`src/rtl/weight_loader.sv`:
```
// Buffers one NxN weight tile row-by-row (valid/ready), then streams it column-skewed to the top PEs and strobes a swap.
// Latency: 2N-1 drain cycles after the last row, then one SWITCH cycle; w_ready_out is high only in FILL.
module weight_loader #(
  parameter int DATA_WIDTH = 16,
  parameter int N          = 2
) (
  input  logic                    clk,
  input  logic                    rst,
  input  logic                    start,
  input  logic [N*DATA_WIDTH-1:0] w_data_in,
  input  logic                    w_valid_in,
  output logic                    w_ready_out,
  output logic [N*DATA_WIDTH-1:0] north_weight_out,
  output logic [N-1:0]            north_accept_w_out,
  output logic                    switch_out,
  output logic                    busy_out,
  output logic                    done_out
);

  localparam int IW = $clog2(N);
  localparam int TW = $clog2(2 * N);

  typedef enum logic [1:0] {IDLE, FILL, DRAIN, SWITCH} state_t;

  state_t                  state_q, state_d;
  logic [IW-1:0]           idx_q, idx_d;
  logic [TW-1:0]           t_q, t_d;
  logic [N*DATA_WIDTH-1:0] buf_q [N];
  logic [N*DATA_WIDTH-1:0] buf_d [N];

  logic                    w_ready_q, busy_q, switch_q, done_q;
  logic [N-1:0]            accept_q, accept_d;
  logic [N*DATA_WIDTH-1:0] weight_q, weight_d;

  always_comb begin
    state_d = state_q;
    idx_d   = idx_q;
    t_d     = t_q;
    buf_d   = buf_q;
    case (state_q)
      IDLE: begin
        if (start) begin
          state_d = FILL;
          idx_d   = '0;
        end
      end
      FILL: begin
        if (w_valid_in) begin
          buf_d[idx_q] = w_data_in;
          if (idx_q == IW'(N - 1)) begin
            state_d = DRAIN;
            idx_d   = '0;
            t_d     = '0;
          end else begin
            idx_d = idx_q + IW'(1);
          end
        end
      end
      DRAIN: begin
        if (t_q == TW'(2 * N - 2)) begin
          state_d = SWITCH;
          t_d     = '0;
        end else begin
          t_d = t_q + TW'(1);
        end
      end
      SWITCH:  state_d = IDLE;
      default: state_d = IDLE;
    endcase
  end

  // Column j lags by j cycles and emits the last row first, so row r lands at t = j + (N-1-r).
  always_comb begin
    accept_d = '0;
    weight_d = '0;
    if (state_d == DRAIN) begin
      for (int j = 0; j < N; j++) begin
        for (int r = 0; r < N; r++) begin
          if (int'(t_d) == j + N - 1 - r) begin
            accept_d[j]                           = 1'b1;
            weight_d[j*DATA_WIDTH +: DATA_WIDTH] = buf_d[r][j*DATA_WIDTH +: DATA_WIDTH];
          end
        end
      end
    end
  end

  always_ff @(posedge clk) begin
    buf_q <= buf_d;
    if (rst) begin
      state_q   <= IDLE;
      idx_q     <= '0;
      t_q       <= '0;
      w_ready_q <= 1'b0;
      busy_q    <= 1'b0;
      switch_q  <= 1'b0;
      done_q    <= 1'b0;
      accept_q  <= '0;
      weight_q  <= '0;
    end else begin
      state_q   <= state_d;
      idx_q     <= idx_d;
      t_q       <= t_d;
      w_ready_q <= (state_d == FILL);
      busy_q    <= (state_d != IDLE);
      switch_q  <= (state_d == SWITCH);
      done_q    <= (state_d == SWITCH);
      accept_q  <= accept_d;
      weight_q  <= weight_d;
    end
  end

  assign w_ready_out        = w_ready_q;
  assign busy_out           = busy_q;
  assign switch_out         = switch_q;
  assign done_out           = done_q;
  assign north_accept_w_out = accept_q;
  assign north_weight_out   = weight_q;

endmodule

```
`config.mk`:
```
export PLATFORM = sky130hd
export DESIGN_NAME = weight_loader
export DESIGN_NICKNAME = d
export VERILOG_FILES = /design/src/rtl/weight_loader.sv
export SDC_FILE = /design/constraint.sdc
export NUM_CORES = 1
export LEC_CHECK = 0
export CAP_MARGIN = 20
export CORE_MARGIN = 2
export CORE_UTILIZATION = 40
export CTS_CLUSTER_SIZE = 30
export DETAILED_ROUTE_END_ITERATION = 8
export SLEW_MARGIN = 20
export SYNTH_ARGS = -nofsm -noshare
export SYNTH_HDL_FRONTEND = slang
export SYNTH_SLANG_ARGS = --single-unit
```
`constraint.sdc`:
```
create_clock -name clk -period 3.1 [get_ports clk]
set_input_delay 0.31 -clock clk [delete_from_list [all_inputs] [get_ports clk]]
set_output_delay 0.31 -clock clk [all_outputs]
set_load 0.02 [all_outputs]
```
==> metrics.md, run 1 <==
| Metric | Value |
|---|---|
| Run status | `finished, final reports clean` |
| Pin count of the biggest net entering global routing | `35` |
| Initial Utilization | `41.6%` |
| Maximum ir drop on the vdd rail | `0.343 mV` |
| Core region area | `between 8000 and 9000 sq um` |
| CP delay by family, top | `compound AO/OA/AOI/OAI gates` |
| Clk root buf | `clkbuf_8` |
| Total CTS buffers | `9` |
| Int Power | `2600 uW` |
| Worst hold path class | `flip-flop to flip-flop` |
| Slew @ Worst Pin | `0.716 ns` |
| Relative slew slack | `between 50% and 60%` |
| Final Skew | `0.0119 ns` |
| Post-synth top area cell | `dfxtp_1` |
| Max Fclk | `425 MHz` |
| Synth async-reset ratio | `0%` |
| Crit path to | `north_weight_out[30]` |
| Die ar. | `9890 sq um` |
| All-Layer GR Usage | `14.9%` |
| WL/cell | `~14 um` |
| DRC viols | `0` |
| Slowest stage cell on the critical path | `a311o_2` |
| Post-DP HPWL | `4.50 mm` |
| Ys Warns | `0` |
| Crit path capture type | `flip-flop` |
| Layout cell share with drive strength beyond 1 | `a little under a quarter` |
| Final setup viols | `0` |
| Synth Instances | `304` |
| GP Congestion | `0.754` |
| CP Class | `flip-flop to flip-flop` |
| Routed vias/inst | `4.96` |
| Seq pwr share | `between 50% and 60%` |
| Row count | `34` |
| Sequential-to-total area share from yosys stat | `58.2%` |
| Number of port buffers | `73` |
| Clk slew on worst S/H paths | `0.10 ns` |
| Clk pwr share | `between 20% and 30%` |
| Syn_nets | `347` |
| PwrDens | `744 nW/um^2` |
| Setup TNS | `0 ns` |
| FF-to-FF End | `north_weight_out[30]` |
| Register bit total from synthesis | `106` |
| CP required | `3.32 ns` |
| Static leakage | `0.00175 uW` |
| Vias | `around 2400` |
| Initial antenna violation count | `0` |
| Worst-path cell chain | `inv_1 > ha_1 > nor2b_1 > a221oi_1 > a311o_2 > nor2_1` |
| Die width | `approximately 100 um` |
| Post-synth cell types | `27` |
| Die height | `99.5 um` |
| Commonest non-fill, non-tap cell in the layout | `dfxtp_1` |
| Worst-Skew Late Latency | `0.36 ns` |
| P_sw | `860 uW` |
| Critical path data arrival time | `2.57 ns` |
| Vias in the first global route | `2357` |
| Drt total wl | `between 6 and 7 mm` |
| Stages on worst setup path | `6` |
| Final Core Density | `53.0%` |
| Clock sinks | `~110` |
| Startpoint types | `flip-flop` |
| Switching share of power | `24.9%` |
| EDFF count, synth | `0` |
| Post_cts resized | `0` |
| Starting DRC count in detailed routing | `98` |
| Drt first pass iters | `4` |
| PnR Total Power | `3460 uW` |
| Commonest non-fill, non-tap cells in the layout | `dfxtp_1, clkdlybuf4s50_1, mux2_2` |
| Hold-fix buffers, CTS | `0` |
| CP Buf/Inv Count | `1` |
| Layout Nets | `approximately 420` |
| Reg-to-reg slack, setup | `0.75 ns` |
| Post-route clock period utilization | `75.8%` |
| Antenna viol nets, final | `0` |
| Cell Area, Synth | `3650 sq um` |
| Reg2Reg Launch Point | `state_q[0]` |
| CTS tree | `built` |
| Max clock buf depth | `2` |
| H-tree Lvls | `3` |
| Worst setup path startpoint | `state_q[0]` |
| RSZ-0062 raised after global routing | `no` |
| # diodes | `0` |
| Synth Area per Inst | `~12 sq um` |
| Io pins | `74` |
| R2r worst-path depth | `6` |
| Hold Crit Start | `buf_q[12]` |
| Synth-to-layout area growth | `27.4%` |
| Number of max-cap violations | `0` |
| Hold Fails Final Rpt | `0` |
| Largest cells by area after synthesis | `dfxtp_1, mux2_2, a22oi_1` |
| Crit-path max cell delay | `0.65 ns` |
| Grt total ovfl | `0` |
| Synth Flop Type | `dfxtp_1` |
| Synth top area share | `58.2%` |
| Max-slew violations | `0` |
| Post-CTS Setup Repair Bufs | `0` |
| Max FO, Critical Path | `34` |
| Crit path time final | `2.35 ns` |
| First-pass GRT wire length | `11.6 mm` |
| Comb pwr share | `about 22%` |
[cells by family after synthesis]
family | count (synthesis) | share of synthesized area (%)
buf+inv | 25 | 3.71
compound gates | 46 | 9.37
flops | 106 | 58.2
fa+ha+maj | 7 | 2.40
mux | 64 | 19.8
simple gates | 56 | 6.55
[cells in the mapped netlist, types with 2 or more instances]
master,instances
clkbuf_1,6
dfxtp_1,106
a31o_2,2
nor2b_1,4
mux2_2,64
a22oi_1,32
buf_6,4
ha_1,7
buf_2,6
a211oi_1,2
inv_1,6
a31oi_1,3
nand2b_1,2
nor2_1,41
o21ai_0,3
nor3_1,2
nand2_1,3
buf_1,2
[flip-flops by register name (all words and copies together), names as in the netlist]
register and count:
w_ready_out 1, idx_q 1, buf_q 64, done_out 1
state_q 2, north_weight_out 32, north_accept_w_out 2, t_q 2
busy_out 1
[stage by stage]
step | area [sq um] | hold WS, ns | worst slack, ns | std cells
final | 4650 | 0.479 | 0.749 | 488
after global routing | 4650 | 0.490 | 0.504 | 488
after CTS | 4650 | 0.482 | 0.725 | 488
after detailed placement | 4450 | 0.459 | 0.735 | 472
after global placement | 4450 | 0.454 | 0.773 | 472
after floorplan | 3650 | 0.379 | 0.676 | 304
[routing by layer]
| layer | vias to the layer above | share of wire, % | global-route usage, % |
|---|---|---|---|
| li1 | 1203 | - | - |
| met4 | 0 | 1.0 | 4.11 |
| met1 | 1152 | 47 | 20.3 |
| met5 | - | 0 | 0 |
| met3 | 5 | 5.4 | 4.85 |
| met2 | 59 | 46 | 23.0 |
[worst min path at each step]
stage	to	depth (start not counted)
finish	buf_q[12]	1
global route	buf_q[4]	1
CTS	buf_q[12]	1
detailed placement	buf_q[31]	1
global placement	buf_q[45]	1
floorplan	idx_q	1
[power groups by stage]
stage	logic, uW	clock network (uW)	registers [uW]
floorplan	601	0	1870
global placement	747	0	1870
detailed placement	772	0	1890
CTS	773	863	1860
global route	850	920	1900
finish	767	832	1860
[cell type report]
cell class | count | area, sq um
tap | 108 | 135
clock buffer | 11 | 131
multi-input combinational | 173 | 1400
clock inverter | 5 | 63.8
timing repair buffer | 79 | 776
sequential | 106 | 2120
inverter | 6 | 22.5
fill | 786 | 4120
No activity file was read; power rests on OpenSTA's default activity.
==> run 2: changes to the inputs <==
- clock period: 3.1 -> 2.4 ns (I/O delays scaled with it)
==> run 2 against run 1 <==
  * Final cell count rose by 0.61%
  * Flip-flop and latch count did not move
  * Non-clock buffer count rose by 3
  * Register-to-register slack got worse by 0.49 ns
  * Critical endpoint is now north_weight_out[15]
  * Final area rose by 1.9%
==> metrics.md, run 2 (synthesized netlist as in run 1, its figures left out) <==
| Metric | Value |
|---|---|
| Worst hold path class | `flip-flop to flip-flop (unchanged)` |
| Post-DP HPWL | `4.67 mm (was 4.50 mm)` |
| DRC viols | `0 (unchanged)` |
| Starting DRC count in detailed routing | `56 (was 98)` |
| Fin worst setup slack | `0.258 ns (was 0.749 ns)` |
| CTS tree | `built (unchanged)` |
| Run status | `finished, final reports clean (unchanged)` |
| Die height | `99.5 um (unchanged)` |
| Grt total ovfl | `0 (unchanged)` |
| Clk root buf | `clkbuf_8 (unchanged)` |
| Post-route clock period utilization | `89.3% (was 75.8%)` |
| CP delay by family, top | `adder cells (was compound AO/OA/AOI/OAI gates)` |
| Clk slew on worst S/H paths | `0.11 ns (was 0.10 ns)` |
| Total CTS buffers | `9 (unchanged)` |
| Drt first pass iters | `4 (unchanged)` |
| Final Skew | `0.00992 ns (was 0.0119 ns)` |
| Core region area | `8760 sq um (unchanged)` |
| Synth-to-layout area growth | `29.9% (was 27.4%)` |
| # diodes | `0 (unchanged)` |
| Maximum ir drop on the vdd rail | `0.466 mV (was 0.343 mV)` |
| All-Layer GR Usage | `14.9% (about the same)` |
| Number of max-cap violations | `0 (unchanged)` |
| GRT met1 Usage | `18.2% (was 20.3%)` |
| Hold Fails Final Rpt | `0 (unchanged)` |
| Vias | `2455 (was 2419)` |
| Slew @ Worst Pin | `0.352 ns (was 0.716 ns)` |
| Max clock buf depth | `2 (unchanged)` |
| WL/cell | `14.5 um (was 14.3 um)` |
| Final Cell Area | `4730 sq um (was 4650 sq um)` |
| Reg with most FFs | `buf_q (unchanged)` |
| Layout Nets | `421 (was 418)` |
| Vias in the first global route | `2393 (was 2357)` |
| Max Fclk | `467 MHz (was 425 MHz)` |
| Max-slew violations | `0 (unchanged)` |
| Global routing usage on met3 | `5.20% (was 4.85%)` |
| Drt total wl | `7.12 mm (was 6.99 mm)` |
| Post-CTS Setup Repair Bufs | `0 (unchanged)` |
| CP Class | `flip-flop to flip-flop (unchanged)` |
| RSZ-0062 raised after global routing | `no (unchanged)` |
| Crit path capture type | `flip-flop (unchanged)` |
| H-tree Lvls | `3 (unchanged)` |
| Commonest non-fill, non-tap cell in the layout | `dfxtp_1 (unchanged)` |
| Final Core Density | `54.0% (was 53.0%)` |
| Number of port buffers | `73 (unchanged)` |
| Setup TNS | `0 ns (unchanged)` |
| Final setup viols | `0 (unchanged)` |
| Clock sinks | `106 (unchanged)` |
| Row count | `34 (unchanged)` |
| Initial antenna violation count | `0 (unchanged)` |
| CP required | `2.66 ns (was 3.32 ns)` |
| Setup WS pre-CTS | `0.210 ns (was 0.735 ns)` |
| Static leakage | `0.00180 uW (was 0.00175 uW)` |
| Die width | `99.5 um (unchanged)` |
| Busiest grt layer | `met2 (unchanged)` |
| Routed vias/inst | `5.00 (was 4.96)` |
| Slowest stage cell on the critical path | `dfxtp_1 (was a311o_2)` |
| GR Layer Usage met2 | `25.5% (was 23.0%)` |
| Worst-Skew Late Latency | `0.36 ns (about the same)` |
| Largest register FFs | `64 (unchanged)` |
| Worst-path cell chain | `inv_1 > ha_1 > a31oi_1 > a31o_2 > inv_1 > ha_1 > nor2b_1 > buf_12 > a22oi_1 > nor2_1 (was inv_1 > ha_1 > nor2b_1 > a221oi_1 > a311o_2 > nor2_1)` |
| Post_cts resized | `0 (unchanged)` |
| Crit path time final | `2.14 ns (was 2.35 ns)` |
| Max FO, Critical Path | `16 (was 34)` |
| Startpoint types | `flip-flop (unchanged)` |
| Initial Utilization | `41.6% (unchanged)` |
| Hold-fix buffers, CTS | `0 (unchanged)` |
| GP Congestion | `0.779 (was 0.754)` |
| First-pass GRT wire length | `11.7 mm (was 11.6 mm)` |
| CP Buf/Inv Count | `3 (was 1)` |
| Relative slew slack | `76.4% (was 52.3%)` |
| Antenna viol nets, final | `0 (unchanged)` |
| PwrDens | `955 nW/um^2 (was 744 nW/um^2)` |
| Io pins | `74 (unchanged)` |
| Critical path data arrival time | `2.40 ns (was 2.57 ns)` |
| Die ar. | `9890 sq um (unchanged)` |
| Commonest non-fill, non-tap cells in the layout | `dfxtp_1, clkdlybuf4s50_1, mux2_2 (unchanged)` |
| Layout cell share with drive strength beyond 1 | `24.5% (was 23.4%)` |
| Pin count of the biggest net entering global routing | `35 (unchanged)` |
| Post-DP Area | `4520 sq um (was 4450 sq um)` |
| Crit-path max cell delay | `0.43 ns (was 0.65 ns)` |
==> run 2: changes by cell type in the layout (fill, tap and decap cells not counted) <==
cell and delta:
clkinv_4 +2, clkinvlp_4 -1, buf_12 +4, clkbuf_8 +1, buf_4 -1, clkbuf_1 -2
==> run 2: final cells by class <==
| type | count | area (sq um) |
|---|---|---|
| inverter | 6 | 22.5 |
| clock buffer | 10 | 138 |
| multi-input combinational | 173 | 1400 |
| tap | 108 | 135 |
| clock inverter | 6 | 73.8 |
| timing repair buffer | 82 | 848 |
| fill | 785 | 4030 |
| sequential | 106 | 2120 |
==> run 2: path summary, 6_finish.rpt <==
path | startpoint | end | slack, ns | depth (start not counted)
worst min register to register | buf_q[49] | buf_q[49] | 0.48 | 1
worst min-delay path | buf_q[49] | buf_q[49] | 0.48 | 1
worst max-delay path | state_q[0] | north_weight_out[15] | 0.26 | 10
worst max register to register | state_q[0] | north_weight_out[15] | 0.26 | 10
==> run 2: routing by layer <==
metal / wire length (um) / vias up / share of wire (%)
met5: 0 / - / 0
met4: 50 / 0 / 0.70
met3: 363 / 4 / 5.1
met2: 3530 / 62 / 50
met1: 3180 / 1176 / 45
li1: - / 1213 / -
==> run 2: through the flow <==
step                      instances  hold WS, ns  total power, uW
after floorplan                 304        0.309             3190
after global placement          475        0.454             3400
after global routing            491        0.493             4810
final                           491        0.478             4520
after CTS                       491        0.481             4580
after detailed placement        475        0.458             3450
==> run 2: where the power goes <==
group,switching (uW),total [uW],internal (uW)
combinational,414,1000,590
sequential,110,2390,2280
clock,602,1120,522
